$ cat src/rtl/alu_ft_issue_if.sv
// Op-in and result-out channels of the ALU_ft issue stage.
// master = op producer / result consumer, slave = issue stage.
interface alu_ft_issue_if;
    logic        in_valid;
    logic        in_ready;
    logic [31:0] in_a;
    logic [31:0] in_b;
    logic [2:0]  in_ctrl;
    logic        res_valid;
    logic [31:0] res_data;
    logic [3:0]  res_flags;
    logic        res_retried;

    modport master (
        output in_valid, in_a, in_b, in_ctrl,
        input  in_ready, res_valid, res_data, res_flags, res_retried
    );

    modport slave (
        input  in_valid, in_a, in_b, in_ctrl,
        output in_ready, res_valid, res_data, res_flags, res_retried
    );
endinterface

$ cat src/rtl/alu_ft_issue.sv
// Operand issue stage for the time-redundant ALU_ft: op FIFO, STAGE1-aligned issue and result capture.
// Define ALU_FT_ISSUE_STATS_EN to add saturating op_count/fault_count counters.
module alu_ft_issue #(
    parameter int DEPTH = 4,
    parameter int CNT_W = 16
) (
    input  logic             clk,
    input  logic             rst,
    alu_ft_issue_if.slave    bus,
    output logic [31:0]      alu_a,
    output logic [31:0]      alu_b,
    output logic [2:0]       alu_ctrl,
    input  logic [31:0]      ft_result,
    input  logic [3:0]       ft_flags,
    input  logic             ft_fault,
    output logic             busy,
    output logic [CNT_W-1:0] op_count,
    output logic [CNT_W-1:0] fault_count
);
    localparam int            AW       = (DEPTH > 1) ? $clog2(DEPTH) : 1;
    localparam logic [AW-1:0] PTR_ONE  = AW'(1);
    localparam logic [AW:0]   CNT_ONE  = (AW+1)'(1);
    localparam logic [AW:0]   FULL_CNT = (AW+1)'(DEPTH);

    // PH1/PH2 follow ALU_ft STAGE1/STAGE2; PHX is STAGE1 or STAGE3 depending on ft_fault.
    typedef enum logic [1:0] {
        PH1 = 2'd0,
        PH2 = 2'd1,
        PHX = 2'd2
    } phase_t;

    phase_t        phase_r;
    phase_t        phase_nxt_s;

    logic [31:0]   fifo_a_r    [DEPTH];
    logic [31:0]   fifo_b_r    [DEPTH];
    logic [2:0]    fifo_ctrl_r [DEPTH];
    logic [AW-1:0] rd_ptr_r;
    logic [AW-1:0] wr_ptr_r;
    logic [AW:0]   count_r;

    logic [31:0]   hold_a_r;
    logic [31:0]   hold_b_r;
    logic [2:0]    hold_ctrl_r;
    logic          inflight_r;
    logic          retry_pend_r;

    logic          res_valid_r;
    logic [31:0]   res_data_r;
    logic [3:0]    res_flags_r;
    logic          res_retried_r;

    logic          slot_s;
    logic          cap_clean_s;
    logic          cap_retry_s;
    logic          retry_set_s;
    logic          empty_s;
    logic          full_s;
    logic          push_s;
    logic          pop_s;

    assign empty_s = (count_r == '0);
    assign full_s  = (count_r == FULL_CNT);
    assign push_s  = bus.in_valid & ~full_s;
    assign pop_s   = slot_s & ~empty_s;

    // Phase tracker state register.
    always_ff @(posedge clk or negedge rst) begin
        if (!rst) begin
            phase_r <= PH1;
        end else begin
            phase_r <= phase_nxt_s;
        end
    end

    // Phase next-state plus per-phase issue-slot and completion strobes.
    always_comb begin
        phase_nxt_s = PH1;
        slot_s      = 1'b0;
        cap_clean_s = 1'b0;
        cap_retry_s = 1'b0;
        retry_set_s = 1'b0;
        case (phase_r)
            PH1: begin
                phase_nxt_s = PH2;
                slot_s      = 1'b1;
                cap_retry_s = retry_pend_r;
            end
            PH2: begin
                phase_nxt_s = PHX;
            end
            PHX: begin
                if (ft_fault) begin
                    phase_nxt_s = PH1;
                    retry_set_s = inflight_r;
                end else begin
                    phase_nxt_s = PH2;
                    slot_s      = 1'b1;
                    cap_clean_s = inflight_r;
                end
            end
            default: begin
                phase_nxt_s = PH1;
            end
        endcase
    end

    // FIFO storage write port.
    always_ff @(posedge clk or negedge rst) begin
        if (!rst) begin
            for (int i = 0; i < DEPTH; i++) begin
                fifo_a_r[i]    <= 32'd0;
                fifo_b_r[i]    <= 32'd0;
                fifo_ctrl_r[i] <= 3'd0;
            end
        end else if (push_s) begin
            fifo_a_r[wr_ptr_r]    <= bus.in_a;
            fifo_b_r[wr_ptr_r]    <= bus.in_b;
            fifo_ctrl_r[wr_ptr_r] <= bus.in_ctrl;
        end
    end

    // FIFO pointers and occupancy; a push while full never reaches here because in_ready is low.
    always_ff @(posedge clk or negedge rst) begin
        if (!rst) begin
            rd_ptr_r <= '0;
            wr_ptr_r <= '0;
            count_r  <= '0;
        end else begin
            if (push_s) begin
                wr_ptr_r <= wr_ptr_r + PTR_ONE;
            end
            if (pop_s) begin
                rd_ptr_r <= rd_ptr_r + PTR_ONE;
            end
            case ({push_s, pop_s})
                2'b10:   count_r <= count_r + CNT_ONE;
                2'b01:   count_r <= count_r - CNT_ONE;
                default: count_r <= count_r;
            endcase
        end
    end

    // Operand hold registers keep the issued op stable through STAGE2 and STAGE3.
    always_ff @(posedge clk or negedge rst) begin
        if (!rst) begin
            hold_a_r    <= 32'd0;
            hold_b_r    <= 32'd0;
            hold_ctrl_r <= 3'd0;
        end else if (pop_s) begin
            hold_a_r    <= fifo_a_r[rd_ptr_r];
            hold_b_r    <= fifo_b_r[rd_ptr_r];
            hold_ctrl_r <= fifo_ctrl_r[rd_ptr_r];
        end
    end

    // In-flight and pending-retry tracking; every slot either issues or declares a bubble.
    always_ff @(posedge clk or negedge rst) begin
        if (!rst) begin
            inflight_r   <= 1'b0;
            retry_pend_r <= 1'b0;
        end else begin
            if (slot_s) begin
                inflight_r <= ~empty_s;
            end
            if (retry_set_s) begin
                retry_pend_r <= 1'b1;
            end else if (cap_retry_s) begin
                retry_pend_r <= 1'b0;
            end
        end
    end

    // ALU_ft operand drive: FIFO head in an issuing slot, otherwise the held op.
    always_comb begin
        if (pop_s) begin
            alu_a    = fifo_a_r[rd_ptr_r];
            alu_b    = fifo_b_r[rd_ptr_r];
            alu_ctrl = fifo_ctrl_r[rd_ptr_r];
        end else begin
            alu_a    = hold_a_r;
            alu_b    = hold_b_r;
            alu_ctrl = hold_ctrl_r;
        end
    end

    // Result capture; data/flags/retried hold until the next capture.
    always_ff @(posedge clk or negedge rst) begin
        if (!rst) begin
            res_valid_r   <= 1'b0;
            res_data_r    <= 32'd0;
            res_flags_r   <= 4'd0;
            res_retried_r <= 1'b0;
        end else if (cap_clean_s) begin
            res_valid_r   <= 1'b1;
            res_data_r    <= ft_result;
            res_flags_r   <= ft_flags;
            res_retried_r <= 1'b0;
        end else if (cap_retry_s) begin
            res_valid_r   <= 1'b1;
            res_data_r    <= ft_result;
            res_flags_r   <= ft_flags;
            res_retried_r <= 1'b1;
        end else begin
            res_valid_r   <= 1'b0;
        end
    end

    assign bus.in_ready    = ~full_s;
    assign bus.res_valid   = res_valid_r;
    assign bus.res_data    = res_data_r;
    assign bus.res_flags   = res_flags_r;
    assign bus.res_retried = res_retried_r;
    assign busy            = inflight_r | retry_pend_r | ~empty_s;

`ifdef ALU_FT_ISSUE_STATS_EN
    localparam logic [CNT_W-1:0] STAT_ONE = CNT_W'(1);

    logic [CNT_W-1:0] op_count_r;
    logic [CNT_W-1:0] fault_count_r;

    // Saturating counters, stepping on the same edge that raises res_valid.
    always_ff @(posedge clk or negedge rst) begin
        if (!rst) begin
            op_count_r    <= '0;
            fault_count_r <= '0;
        end else begin
            if ((cap_clean_s | cap_retry_s) && (op_count_r != '1)) begin
                op_count_r <= op_count_r + STAT_ONE;
            end
            if (cap_retry_s && (fault_count_r != '1)) begin
                fault_count_r <= fault_count_r + STAT_ONE;
            end
        end
    end

    assign op_count    = op_count_r;
    assign fault_count = fault_count_r;
`else
    assign op_count    = '0;
    assign fault_count = '0;
`endif

endmodule
$ cat src/flat_wrapper.sv
// flat-port wrapper written by rule: the top's interface ports become plain ports
module alu_ft_issue_flat 
#(
    parameter int DEPTH = 4,
    parameter int CNT_W = 16
)
  (clk, rst, alu_a, alu_b, alu_ctrl, ft_result, ft_flags, ft_fault, busy, op_count, fault_count, bus_in_valid, bus_in_a, bus_in_b, bus_in_ctrl, bus_in_ready, bus_res_valid, bus_res_data, bus_res_flags, bus_res_retried);
  alu_ft_issue_if bus_i ();
  input  logic clk;
  input  logic rst;
  output logic [31:0] alu_a;
  output logic [31:0] alu_b;
  output logic [2:0] alu_ctrl;
  input  logic [31:0] ft_result;
  input  logic [3:0] ft_flags;
  input  logic ft_fault;
  output logic busy;
  output logic [CNT_W-1:0] op_count;
  output logic [CNT_W-1:0] fault_count;
  input wire logic [$bits(bus_i.in_valid)-1:0] bus_in_valid;
  input wire logic [$bits(bus_i.in_a)-1:0] bus_in_a;
  input wire logic [$bits(bus_i.in_b)-1:0] bus_in_b;
  input wire logic [$bits(bus_i.in_ctrl)-1:0] bus_in_ctrl;
  output wire logic [$bits(bus_i.in_ready)-1:0] bus_in_ready;
  output wire logic [$bits(bus_i.res_valid)-1:0] bus_res_valid;
  output wire logic [$bits(bus_i.res_data)-1:0] bus_res_data;
  output wire logic [$bits(bus_i.res_flags)-1:0] bus_res_flags;
  output wire logic [$bits(bus_i.res_retried)-1:0] bus_res_retried;
  assign bus_i.in_valid = bus_in_valid;
  assign bus_i.in_a = bus_in_a;
  assign bus_i.in_b = bus_in_b;
  assign bus_i.in_ctrl = bus_in_ctrl;
  assign bus_in_ready = bus_i.in_ready;
  assign bus_res_valid = bus_i.res_valid;
  assign bus_res_data = bus_i.res_data;
  assign bus_res_flags = bus_i.res_flags;
  assign bus_res_retried = bus_i.res_retried;
  alu_ft_issue #(.DEPTH(DEPTH), .CNT_W(CNT_W)) u_core (.clk(clk), .rst(rst), .bus(bus_i), .alu_a(alu_a), .alu_b(alu_b), .alu_ctrl(alu_ctrl), .ft_result(ft_result), .ft_flags(ft_flags), .ft_fault(ft_fault), .busy(busy), .op_count(op_count), .fault_count(fault_count));
endmodule
$ cat config.mk
export PLATFORM = sky130hd
export DESIGN_NAME = alu_ft_issue_flat
export DESIGN_NICKNAME = d
export VERILOG_FILES = /design/src/rtl/alu_ft_issue_if.sv /design/src/rtl/alu_ft_issue.sv /design/src/flat_wrapper.sv
export SDC_FILE = /design/constraint.sdc
export NUM_CORES = 1
export LEC_CHECK = 0
export ABC_AREA = 1
export CAP_MARGIN = 15
export CORE_MARGIN = 1.5
export CORE_UTILIZATION = 30
export DETAILED_ROUTE_END_ITERATION = 16
export SYNTH_ARGS = -nofsm -noshare
export SYNTH_HDL_FRONTEND = slang
export SYNTH_SLANG_ARGS = --single-unit
export TNS_END_PERCENT = 100
$ cat constraint.sdc
create_clock -name clk -period 2.1 [get_ports clk]
set_clock_uncertainty 0.1 [all_clocks]
set_input_delay 0.21 -clock clk [delete_from_list [all_inputs] [get_ports clk]]
set_output_delay 0.21 -clock clk [all_outputs]
set_load 0.005 [all_outputs]
* Word-level counts from Yosys, hierarchy flattened
Cells that the tools add are included.
Storage, ports and cells: register bits after elaboration 384, latch bits 0, memory bits (writable) 0, ROM bits 0, input port bits 107, output and inout port bits 139, logic and storage cells 90, memories 0
Operators by class: $add $sub $neg 4, multipliers 0, divide/modulo/power cells 0, order comparisons 3, equality and inequality tests 5, shifts and indexed selects 0, muxes and demuxes 39, bitwise operators 8, reductions and logical operators 6
Operator list (number):
- 2-to-1 mux 32 bit | 9
- bitwise mux 128 bit | 2
- binary-select mux 32 bit (select 2 bit) | 2
- demux 32 bit (select 2 bit) | 1
- 2-to-1 mux 1 bit | 13
- bitwise mux 12 bit | 1
- 2-to-1 mux 3 bit | 4
- 2-to-1 mux 4 bit | 2
- binary-select mux 3 bit (select 2 bit) | 1
- demux 3 bit (select 2 bit) | 1
- >= comparator 3 bit (second input constant) | 2
- NOT 2 -> 3 bit | 2
- one-hot mux 2 bit (3 select lines) | 1
- one-hot mux 3 bit (2 select lines) | 1
- nonzero test 2 bit | 3
- adder 2 x 1 -> 2 bit (second input constant) | 2
- == test 2 x 1 -> 1 bit (second input constant) | 2
- == test 2 bit (second input constant) | 2
- adder 3 x 1 -> 3 bit (second input constant) | 1
- == test 3 bit (second input constant) | 1
- logical NOT 3 bit | 1
- < comparator 3 x 1 -> 1 bit (second input constant) | 1
- subtractor 3 x 1 -> 3 bit (second input constant) | 1
- bitwise AND 1 bit | 2
- other kinds (5) | 7

* Depth between registers and ports, before layout
depth in word-level cells 6, depth in mapped cells 12, gate-level depth less buffers 11

* Least setup slack after synthesis
No wires, ideal clock.
path type register to register, from register u_core.count_r[0], to register u_core.count_r[2], setup time 0.123 ns, arrival time 1.877 ns, data required time 1.877 ns, path slack 0.000 ns, stages on the path, launching flop included 11, buffers on the path 1, period minus slack after synthesis 2.100 ns, cell sequence dfrtp_1 > inv_2 > nand3_1 > nand2_4 > inv_2 > buf_2 > ha_1 > fa_1 > nand2_1 > nand3_1 > xor2_1
Between the ends: word-level cells in the longest chain between the ends 5, elaborated cells between the ends (all ways) 12, those cells by class add/sub: 2; eq/ne: 3; mux: 1; bitwise: 4; reduce/logical: 2
Ends and longest elaborated chain:
- start, declared | RTL line alu_ft_issue.sv:40 | logic [AW:0] count_r;
- start signal, assigned | RTL line alu_ft_issue.sv:137 | 2'b10: count_r <= count_r + CNT_ONE;
- start signal, assigned | RTL line alu_ft_issue.sv:138 | 2'b01: count_r <= count_r - CNT_ONE;
- start signal, assigned | RTL line alu_ft_issue.sv:139 | default: count_r <= count_r;
- == test 3 bit / logical NOT 3 bit (equally long branches) | RTL line alu_ft_issue.sv:63, alu_ft_issue.sv:62
- NOT 1 bit, on equally long branches | RTL line alu_ft_issue.sv:64, alu_ft_issue.sv:65
- bitwise AND 1 bit, on equally long branches | RTL line alu_ft_issue.sv:64, alu_ft_issue.sv:65
- == test 2 x 1 -> 1 bit / == test 2 bit (equally long branches) | RTL line alu_ft_issue.sv:136 | case ({push_s, pop_s})
- one-hot mux 3 bit (2 select lines) / nonzero test 2 bit (equally long branches)
Parallel ways exist; a longest one is shown, timed or not. A chain may end at the register's enable or synchronous reset.

* Worst setup path after layout
from register u_core.rd_ptr_r[0], to output alu_b[9]
Between the ends: word-level cells in the longest chain between the ends 5
Ends and longest elaborated chain:
- start, declared | RTL line alu_ft_issue.sv:38 | logic [AW-1:0] rd_ptr_r;
- start signal, assigned | RTL line alu_ft_issue.sv:134 | rd_ptr_r <= rd_ptr_r + PTR_ONE;
- NOT 2 -> 3 bit (implied by the code) | RTL line alu_ft_issue.sv:178 | alu_b = fifo_b_r[rd_ptr_r];
- binary-select mux 32 bit (select 2 bit) | RTL line alu_ft_issue.sv:178
- 2-to-1 mux 32 bit (implied by the code) (2 in a row) | RTL line alu_ft_issue.sv:178
- 2-to-1 mux 32 bit | RTL line alu_ft_issue.sv:176 | if (pop_s) begin
- end, declared | RTL line flat_wrapper.sv:12 | output logic [31:0] alu_b;
No other way between the ends. The select of a mux whose other input is x is not followed.

==> results <==
- The run finished, with violations left.
- The checks that failed: negative setup slack.
- Counting both buffers and inverters, the worst setup path holds a total of 5.
- Setup repair after global routing could not meet its margin everywhere.
- STA classifies the critical path endpoint as a primary output.
- After clock tree synthesis, the clock-pin slew on the worst setup and hold paths is 0.06 ns.
- The synthesis-to-layout area growth is 37.0%.
- The number of nets with antenna violations after routing is 0.
- For met3 alone, demand over resource in global routing was 3.38%.
- The number of distinct library cell variants in the gate-level netlist after synthesis is 21.
- The die covers 0.0646 mm².
- The end of the worst hold path is u_core.bus.res_data[23]$_DFFE_PN0P_.
- The met2 track utilization from global routing is 31.2%.
- The final layout contains routed wiring with a total length of 66600 µm.
- The completed layout was analyzed and its total power is 45900 µW.
- For this design the static power due to leakage is 0.0138 µW.
- Counting every instance in the synthesized netlist gives 2518.
- The family with the most delay on the worst path is buffers and inverters.
- The worst setup path is launched from a flop.
- Dividing the detail-routed via count by the number of cells gives 4.77.
- The count of buffers from port buffering is 213.
- For this run, the post-layout net count is 2878.
- The number of cells traversed by the worst hold path is 3.
- The global-route track usage on met1 is 26.3%.
- The H-tree was split into 2 levels.
- The TritonCTS buffer count is 48.
- Of the cells placed in the final design, the portion with a size suffix greater than 1 is 19.9%.
- The worst register-to-register path begins at u_core.count_r[1]$_DFFE_PN0P_.
- The via count of the first global-routing pass is 16000.
- The data required time of the critical path is 1.79 ns.
- Measured along the x axis, the die boundary spans 254 µm.
- Summing the sequential cell areas from Yosys gives 50.7% of the chip area.
- Counting along the longest clock path gives a buffer depth of 3.
- The startpoint of the lowest-slack hold path is ft_result[23].
- The final cell count without fillers is 3635.
- For this block, the initial DRC count from the detailed router was 1364.
- The clock tree from TritonCTS is built.
- The core region is 0.0621 mm².
- The category of the critical setup timing path is flop to primary output.
- The vias after detailed routing is 17400.
- The filler cells instantiated in the layout total 6303.
- The reg-to-reg endpoint is u_core.count_r[2]$_DFFE_PN0P_.
- The tree built by TritonCTS fans out to 384 sinks.
- Row generation in the floorplan step produced 91 rows.
- The share of the clock period used by the worst path after layout is 117%.
- The critical path's slowest cell is sky130_fd_sc_hd__dfrtp_4.
- The routed length per placed instance is 18.3 µm.
- The pin count of the biggest net entering global routing is 125.
- STA puts the critical path data arrival time at 2.14 ns.
- The final routed DRC violation total is 0.
- The initial antenna violation count came to 1.
- The signal on the critical path passes through clkinv_8 -> buf_12 -> buf_8 -> clkbuf_16 -> nand2_2 -> nand3_2 -> nand2_2 -> nand2_1 -> nand2_1 -> clkbuf_2.
- The overall die height is 254 µm.
- The hold violation total from the final report is 0.
- Averaged over all synthesized cells, the footprint is 7.52 µm².
- For this design the ratio of total power to cell area is 1770 mW/mm².
- The number of max-cap violations is 0.
- The total congestion overflow after global routing is 0.
- The slew of the pin with the lowest slew margin is 0.954 ns.
- The number of search-and-repair iterations in the first detailed-routing pass is 5.
- For this configuration, the core starts out at a cell density of 30.5%.
- The largest single stage delay on the critical path is 0.55 ns.
- The relative max-transition margin is 36.2%.
- In this run the worst hold path is classified as primary input to flop.
- Measured in cells, the most critical reg-to-reg path has a length of 11.
- The maximum resistive drop on vdd is 0.789 mV.
- The number of placed instances, taps included, is 3456.
- The netlist area before placement is 0.0189 mm².
- The busiest layer in global routing is met2.
- The post-synthesis register bit count is 384.
- The clock latency at the later pin of the worst-skew pair is 0.59 ns.
- The shortest period the worst path allows is 2.45 ns.
- The worst-path maximum fanout is 7.
- At the end of routability-driven placement, the weighted congestion stood at 0.755.
- The total half-perimeter wirelength after legalization and detailed placement is 34400 µm.
- The number of max-slew violations in the final report is 0.
- The cell sitting at the root of the clock tree is a sky130_fd_sc_hd__clkbuf_16.
- Setup violations remaining at the end of the flow were counted as 67.
- Across all register-to-register paths, the minimum setup slack is 0.08 ns.
- The first global-routing pass estimated 96500 µm of wire.
- Yosys printed 0 warnings.
- For this run, the top clock speed supported by timing is 409 MHz.
- The total routing resource utilization after global routing is 19.4%.
- After layout, the worst setup slack is -0.347 ns.
- For this design the top-level I/O count stands at 246.
[placed cells by master (no fill, tap or decap), types with 9 or more instances in the layout]
| cell | n |
|---|---|
| sky130_fd_sc_hd__nand2_1 | 1000 |
| sky130_fd_sc_hd__dfrtp_1 | 382 |
| sky130_fd_sc_hd__inv_1 | 277 |
| sky130_fd_sc_hd__nand4_1 | 268 |
| sky130_fd_sc_hd__clkdlybuf4s50_1 | 142 |
| sky130_fd_sc_hd__nand2_2 | 138 |
| sky130_fd_sc_hd__nand3_1 | 105 |
| sky130_fd_sc_hd__buf_4 | 70 |
| sky130_fd_sc_hd__nand3_2 | 68 |
| sky130_fd_sc_hd__clkbuf_16 | 64 |
| sky130_fd_sc_hd__clkbuf_2 | 38 |
| sky130_fd_sc_hd__buf_12 | 37 |
| sky130_fd_sc_hd__buf_6 | 35 |
| sky130_fd_sc_hd__conb_1 | 32 |
| sky130_fd_sc_hd__nand2_4 | 22 |
| sky130_fd_sc_hd__buf_16 | 14 |
| sky130_fd_sc_hd__buf_2 | 14 |
| sky130_fd_sc_hd__clkbuf_1 | 12 |
| sky130_fd_sc_hd__buf_8 | 10 |
| sky130_fd_sc_hd__clkbuf_8 | 9 |
[per-stage QoR]
step           util (%)  setup TNS (ns)  setup slack, ns  cell area, µm²  hold WS [ns]
2_1_floorplan         -               0         0.000175           19100        -0.186
3_3_place_gp       35.8          -12.56           -0.234           22200      0.000703
3_5_place_dp       35.8          -13.08           -0.245           22200        0.0142
4_1_cts            39.2          -33.20           -0.651           24300        0.0240
5_1_grt            41.8          -25.25           -0.441           25900        0.0507
6_report           41.8          -18.73           -0.347           25900        0.0632
[logic make-up after synthesis]
kind of cell | count (synthesis) | share of synthesized area (%)
simple gates | 1612 | 36.7
buf+inv | 506 | 11.7
flops | 384 | 50.7
fa+ha+maj | 6 | 0.436
compound gates | 5 | 0.139
xor+xnor | 4 | 0.185
other cells | 1 | 0.0198
[worst register-to-register path: stages (launching register included)]
cell,delay (ns)
sky130_fd_sc_hd__dfrtp_1,0.40
sky130_fd_sc_hd__inv_2,0.09
sky130_fd_sc_hd__nand3_4,0.11
sky130_fd_sc_hd__nand2_8,0.12
sky130_fd_sc_hd__inv_12,0.05
sky130_fd_sc_hd__buf_4,0.13
sky130_fd_sc_hd__buf_4,0.13
sky130_fd_sc_hd__ha_4,0.15
sky130_fd_sc_hd__fa_2,0.34
sky130_fd_sc_hd__nand2_2,0.08
sky130_fd_sc_hd__nand3_2,0.07
sky130_fd_sc_hd__xor2_1,0.14
[cell usage after synthesis]
cell type	count	area, µm²
sky130_fd_sc_hd__xnor2_1	2	17.5
sky130_fd_sc_hd__nand3_2	1	10.0
sky130_fd_sc_hd__o21ai_0	4	20.0
sky130_fd_sc_hd__nand2_4	1	11.3
sky130_fd_sc_hd__buf_2	107	536
sky130_fd_sc_hd__inv_1	281	1050
sky130_fd_sc_hd__fa_1	1	20.0
sky130_fd_sc_hd__buf_1	14	52.6
sky130_fd_sc_hd__inv_2	4	15.0
sky130_fd_sc_hd__buf_4	48	360
sky130_fd_sc_hd__xor2_1	2	17.5
sky130_fd_sc_hd__o22ai_1	1	6.26
sky130_fd_sc_hd__buf_6	1	11.3
sky130_fd_sc_hd__nand2_1	1160	4350
sky130_fd_sc_hd__dfrtp_1	384	9610
sky130_fd_sc_hd__nor2_1	4	15.0
sky130_fd_sc_hd__clkbuf_1	51	191
sky130_fd_sc_hd__nand3_1	178	891
sky130_fd_sc_hd__conb_1	1	3.75
sky130_fd_sc_hd__ha_1	5	62.6
sky130_fd_sc_hd__nand4_1	268	1680
[flip-flops by register name, summed over array words and instances, names as in the netlist]
register / cells
u_core.fifo_a_r: 128
u_core.fifo_b_r: 128
u_core.bus.res_data: 32
u_core.hold_a_r: 32
u_core.hold_b_r: 32
u_core.fifo_ctrl_r: 12
u_core.bus.res_flags: 4
u_core.count_r: 3
u_core.hold_ctrl_r: 3
u_core.phase_r: 2
u_core.rd_ptr_r: 2
u_core.wr_ptr_r: 2
u_core.bus.res_retried: 1
u_core.bus.res_valid: 1
u_core.inflight_r: 1
u_core.retry_pend_r: 1
[metal layers]
layer / part of all wire, % / vias to the layer above / wire [µm]
li1: - / 8342 / -
met1: 45 / 8425 / 29700
met2: 47 / 487 / 31300
met3: 5.7 / 96 / 3780
met4: 2.8 / 0 / 1850
met5: 0 / - / 0
[timing repair]
| action | in CTS | in global routing |
|---|---|---|
| endpoints found under the setup margin | 69 | 115 |
| setup buffers | 15 | 51 |
| pin swaps | 3 | 129 |
| resized for setup | 88 | 437 |
| hold buffers | 3 | 0 |
| endpoints found under the hold margin | 361 | 0 |
| gates cloned | 11 | 22 |
[power by group]
group	switching, µW	leakage [µW]	total (µW)	internal, µW
clock	3310	0.000774	8460	5140
sequential	1620	0.00481	12500	10900
combinational	14300	0.00818	24900	10700
[how the worst max path moves through the flow]
| stage | from | to | slack [ns] | depth (start not counted) |
|---|---|---|---|---|
| after floorplan | u_core.count_r[0]$_DFFE_PN0P_ | u_core.count_r[2]$_DFFE_PN0P_ | 0.0002 | 10 |
| after global placement | ft_fault | alu_a[30] | -0.23 | 10 |
| after detailed placement | ft_fault | alu_a[30] | -0.25 | 10 |
| after CTS | u_core.rd_ptr_r[0]$_DFFE_PN0N_ | alu_b[31] | -0.65 | 7 |
| after global routing | u_core.rd_ptr_r[0]$_DFFE_PN0N_ | alu_b[9] | -0.44 | 10 |
| final | u_core.rd_ptr_r[0]$_DFFE_PN0N_ | alu_b[9] | -0.35 | 10 |
[final cells by class]
type                       count  area (µm²)  share of cell area [%]
sequential                   384        9610                    37.0
multi-input combinational   1659        8180                    31.5
timing repair buffer         387        4440                    17.1
clock buffer                  69        1380                    5.32
inverter                     285        1090                    4.22
tap                          837        1050                    4.04
clock inverter                13         196                   0.757
antenna                        1        2.50                 0.00964
Power figures use the tool's default switching activity.
